[src/rtl/conv_bias_bank.sv]
// Per-channel bias store for the convolution output stage: burst-loaded register
// bank with one-cycle registered readout in sequential or addressed order.
module conv_bias_bank #(
  parameter int BIAS_WIDTH = 32,
  parameter int NUM_CH     = 16,
  parameter int ADDR_WIDTH = 4
) (
  input  logic                  clk,
  input  logic                  rst,
  input  logic                  clear,
  input  logic                  load_en,
  input  logic [BIAS_WIDTH-1:0] load_data,
  input  logic                  read_en,
  input  logic                  read_mode,
  input  logic [ADDR_WIDTH-1:0] read_addr,
  output logic [BIAS_WIDTH-1:0] bias,
  output logic                  valid,
  output logic                  last,
  output logic                  rd_err,
  output logic                  load_done,
  output logic                  loaded
);

  localparam logic [ADDR_WIDTH-1:0] LAST_IDX = ADDR_WIDTH'(NUM_CH - 1);
  localparam logic [ADDR_WIDTH:0]   NUM_CH_X = (ADDR_WIDTH + 1)'(NUM_CH);

  logic signed [BIAS_WIDTH-1:0] mem_q [NUM_CH];
  logic signed [BIAS_WIDTH-1:0] mem_d [NUM_CH];
  logic [ADDR_WIDTH-1:0]        wptr_q, wptr_d;
  logic [ADDR_WIDTH-1:0]        rptr_q, rptr_d;
  logic                         loaded_q, loaded_d;
  logic                         load_done_q, load_done_d;
  logic signed [BIAS_WIDTH-1:0] bias_q, bias_d;
  logic                         valid_q, valid_d;
  logic                         last_q, last_d;
  logic                         rd_err_q, rd_err_d;

  logic                         addr_ok;
  logic [ADDR_WIDTH-1:0]        rd_idx;
  logic [ADDR_WIDTH-1:0]        wr_idx;
  logic signed [BIAS_WIDTH-1:0] rd_word;

  function automatic logic [ADDR_WIDTH-1:0] ptr_inc(input logic [ADDR_WIDTH-1:0] p);
    return (p == LAST_IDX) ? '0 : p + ADDR_WIDTH'(1);
  endfunction

  always_comb begin
    mem_d       = mem_q;
    wptr_d      = wptr_q;
    rptr_d      = rptr_q;
    loaded_d    = loaded_q;
    load_done_d = 1'b0;
    bias_d      = bias_q;
    valid_d     = 1'b0;
    last_d      = 1'b0;
    rd_err_d    = 1'b0;

    addr_ok = ({1'b0, read_addr} < NUM_CH_X);
    rd_idx  = read_mode ? read_addr : rptr_q;
    // a fresh burst after a complete one always restarts at slot 0
    wr_idx  = loaded_q ? '0 : wptr_q;

    rd_word = '0;
    for (int i = 0; i < NUM_CH; i++) begin
      if (rd_idx == ADDR_WIDTH'(i)) rd_word = mem_q[i];
    end

    if (clear) begin
      wptr_d   = '0;
      rptr_d   = '0;
      loaded_d = 1'b0;
    end else begin
      // read side sees memory and loaded from before this edge
      if (read_en) begin
        if (loaded_q && (!read_mode || addr_ok)) begin
          bias_d  = rd_word;
          valid_d = 1'b1;
          if (!read_mode) begin
            last_d = (rptr_q == LAST_IDX);
            rptr_d = ptr_inc(rptr_q);
          end
        end else begin
          rd_err_d = 1'b1;
        end
      end

      if (load_en) begin
        for (int i = 0; i < NUM_CH; i++) begin
          if (wr_idx == ADDR_WIDTH'(i)) mem_d[i] = load_data;
        end
        if (wr_idx == LAST_IDX) begin
          wptr_d      = '0;
          loaded_d    = 1'b1;
          load_done_d = 1'b1;
        end else begin
          wptr_d   = wr_idx + ADDR_WIDTH'(1);
          loaded_d = 1'b0;
        end
      end
    end
  end

  always_ff @(posedge clk or posedge rst) begin
    if (rst) begin
      for (int i = 0; i < NUM_CH; i++) mem_q[i] <= '0;
      wptr_q      <= '0;
      rptr_q      <= '0;
      loaded_q    <= 1'b0;
      load_done_q <= 1'b0;
      bias_q      <= '0;
      valid_q     <= 1'b0;
      last_q      <= 1'b0;
      rd_err_q    <= 1'b0;
    end else begin
      mem_q       <= mem_d;
      wptr_q      <= wptr_d;
      rptr_q      <= rptr_d;
      loaded_q    <= loaded_d;
      load_done_q <= load_done_d;
      bias_q      <= bias_d;
      valid_q     <= valid_d;
      last_q      <= last_d;
      rd_err_q    <= rd_err_d;
    end
  end

  assign bias      = bias_q;
  assign valid     = valid_q;
  assign last      = last_q;
  assign rd_err    = rd_err_q;
  assign load_done = load_done_q;
  assign loaded    = loaded_q;

endmodule

[config.mk]
export PLATFORM = sky130hd
export DESIGN_NAME = conv_bias_bank
export DESIGN_NICKNAME = d
export VERILOG_FILES = /design/src/rtl/conv_bias_bank.sv
export SDC_FILE = /design/constraint.sdc
export NUM_CORES = 1
export LEC_CHECK = 0
export ABC_AREA = 1
export CELL_PAD_IN_SITES_DETAIL_PLACEMENT = 0
export CELL_PAD_IN_SITES_GLOBAL_PLACEMENT = 1
export CORE_MARGIN = 8
export CORE_UTILIZATION = 47
export CTS_CLUSTER_DIAMETER = 200
export DETAILED_ROUTE_END_ITERATION = 12
export PLACE_DENSITY_LB_ADDON = 0.1
export SYNTH_ARGS = -nofsm -noshare
export SYNTH_HDL_FRONTEND = slang
export SYNTH_SLANG_ARGS = --single-unit
[constraint.sdc]
create_clock -name clk -period 25.6 [get_ports clk]
set_clock_uncertainty 0.05 [all_clocks]
set_input_delay 5.12 -clock clk [delete_from_list [all_inputs] [get_ports clk]]
set_output_delay 5.12 -clock clk [all_outputs]
set_load 0.02 [all_outputs]
==> impl_metrics.json <==
{
  "clkSinkCount": 557,
  "netlist.area_leader.share_pct": 57.5,
  "cts_tree": "yes",
  "die_w_um": 243,
  "critical_path_class": "input pin to flip-flop",
  "drc": 0,
  "fp.dieH_um": 243,
  "cts-buffers-inserted": 61,
  "setup_slack_ps": 17760,
  "clockRootBuffer": "clkbuf_16",
  "drt_iter0_drc": 2002,
  "setup_violations": 0,
  "period_needed_ps": 7840,
  "fin_crit_sh_pct": 30.6,
  "io-pin-count": 79,
  "maxClockFrequency_ghz": 0.128,
  "crit_path_frequent_cell": "nand2_1",
  "crit_path_start_kind": "input pin",
  "clock_latency_ps": 620,
  "antenna_found_initial": 0,
  "cts.reportedPaths.clkPinSlew_ps": 60,
  "dp_hpwl_mm": 40.2,
  "gp_congestion": 0.848,
  "cp_max_fo": 33,
  "grt_pass1_vias": 18400,
  "power.leakage_nw": 12.6,
  "syn-num-nets": 2979,
  "async_flop_share_pct": 100,
  "cts_resized": 0,
  "rsz0062_at_grt": "no",
  "vias_per_cell": 5.32,
  "drtAntennaViolNets": 0,
  "pre_cts_ws_ps": 17110,
  "synth-edff-count": 0,
  "fin_util_pct": 53.5,
  "core_area_um2": 51100,
  "critPathBufInv": 4,
  "ys_seq_area_share_pct": 57.5,
  "critPathCaptureType": "flip-flop",
  "clk_path_buf_depth": 3,
  "worstMarginPinSlew_ps": 1200,
  "power.density_nw_per_um2": 75.2,
  "slew_violations": 0,
  "ys_warn_count": 0,
  "netlist_instances": 2932,
  "numPortBuffers": 78,
  "drt_first_pass_iters": 6,
  "vdd_drop_max_mv": 0.0490,
  "drive_gt1_share_pct": 6.48,
  "synthFlopType": "dfrtp_1",
  "start_util_pct": 47.4,
  "grt.total_usage_pct": 22.9,
  "grt_max_degree": 120,
  "synthTopCellsByArea": "dfrtp_1, nand2_1, o21ai_0",
  "whs_ps": 426,
  "std_cell_rows": 83,
  "grt.overflow.total": 0,
  "crit_slowest_cell": "nor2_4",
  "routedWlPerCell_um": 18.7,
  "synthToLayoutAreaGrowth_pct": 12.8,
  "synth_top_cell_by_area": "dfrtp_1",
  "ys_types": 30,
  "fin_nets": 2961,
  "critPathRequiredTime_ps": 26050,
  "cp_data_arrival_time_ps": 8280,
  "htreeDepth": 2,
  "vias": 19400,
  "relSlewSlack_pct": 19.9,
  "grt_pass1_wl_mm": 108,
  "setup_tns_ps": 0,
  "hold_viol": 0,
  "cts-hold-fix-buffers": 0,
  "crit_chain": "clkdlybuf4s50_1, inv_4, nand2_2, nand2_4, inv_4, nand2_4, nor2_4, inv_2, or2_0, nand2_1, nand3_1, nand2_1, nand4_1, nor2_1, nand3_1, nand2_1, nand2_1",
  "status": "completed",
  "max_stage_delay_ps": 860,
  "syn_area_um2": 24200,
  "die-area_um2": 59100,
  "maxCapViolCount": 0,
  "wl_mm": 68.0,
  "synth-seq-cells": 557,
  "min_path_type": "flip-flop to flip-flop",
  "postCtsSetupBuffers": 0,
  "avgSynthCellArea_um2": 8.26,
  "critPathTopFamily": "simple AND/OR/NAND/NOR gates"
}
per-layer routing:
layer  share of wire (%)  routed length (um)  vias up  track usage (%)
met5                   0                   0        -                0
met4                 2.2                1480        0             6.36
met3                 7.3                4940      107             4.94
met2                  42               28700      568             33.6
met1                  48               32900     9369             34.1
li1                    -                   -     9331                -
final timing paths:
| kind | cells after the start | endpoint | from | slack (ps) |
|---|---|---|---|---|
| worst max-delay path | 17 | bias[2] | read_mode | 17760 |
| worst min-delay path | 2 | bias[17] | bias[17] | 430 |
| worst max register to register | 17 | bias[23] | rptr_q[0] | 22630 |
| worst min register to register | 2 | bias[17] | bias[17] | 430 |
| max in group asynchronous | 4 | mem_q[191] | rst | 17920 |
| min in group asynchronous | 2 | bias[19] | rst | 5030 |
placed cells by master, fill, tap and decap left out:
cell and instances:
o21ai_4 1, o21ai_2 1, clkinv_8 1, dfrtp_1 557
o21ai_1 20, o32ai_1 2, nor2_1 253, nand3_1 61
bufinv_16 4, clkbuf_16 62, a21oi_1 38, clkdlybuf4s50_1 78
ha_1 5, nor2_2 6, inv_4 2, clkinv_2 16
diode_2 2, clkbuf_8 13, or2_2 12, inv_1 157
inv_2 9, o21ai_0 501, or2_0 5, inv_8 2
buf_4 23, nand2_4 5, nand4_1 86, xor2_1 1
nor3_2 1, clkbuf_1 15, nor2_4 10, o22ai_1 1
nand2_8 1, nor3_1 3, nand2_2 23, nand2_1 988
worst min-delay path, stage by stage (launching register included):
cell,delay [ps]
dfrtp_1,340
nand2_1,60
nand2_1,50
cells in the mapped netlist, drive strengths merged (5+ instances only):
| library cell | number |
|---|---|
| dfrtp | 557 |
| nand3 | 61 |
| o21ai | 523 |
| nor2 | 269 |
| inv | 169 |
| buf | 35 |
| a21oi | 38 |
| ha | 5 |
| or2 | 17 |
| nand2 | 1017 |
| clkbuf | 147 |
| nand4 | 86 |
area by class of cell:
cell class                      instances  area [um^2]
Multi-Input combinational cell       2024         8920
Antenna cell                            2         5.00
Timing Repair Buffer                  101          953
Fill cell                            4872        23800
Tap cell                              680          851
Sequential cell                       557        13900
Inverter                              169          647
Clock inverter                         22          228
Clock buffer                           90         1790
metrics by stage:
stage               power (mW)  instance area [um^2]  instances
floorplan                 1.12                 24200       2932
global placement          1.18                 25300       3531
detailed placement        1.19                 25300       3531
CTS                       2.08                 27300       3643
global route              2.15                 27300       3643
finish                    2.06                 27300       3645
where the power goes:
group          switching (mW)  internal [mW]  total [mW]
logic                   0.125         0.0605       0.185
registers              0.0375          0.953       0.990
clock network           0.360          0.521       0.881
state kept, by name, indices dropped and copies added, names as in the netlist:
register   cells
valid          1
last           1
loaded         1
rptr_q         4
mem_q        512
wptr_q         4
rd_err         1
load_done      1
bias          32
kinds of logic after synthesis:
| family | synth area share (%) |
|---|---|
| adder cells (fa/ha/maj) | 0.258 |
| buffers and inverters | 5.84 |
| AND/OR/NAND/NOR | 24.6 |
| XOR/XNOR | 0.0362 |
| AO/OA/AOI/OAI | 11.8 |
| flip-flops | 57.5 |
Note: power is estimated with default switching activity, not from simulation.
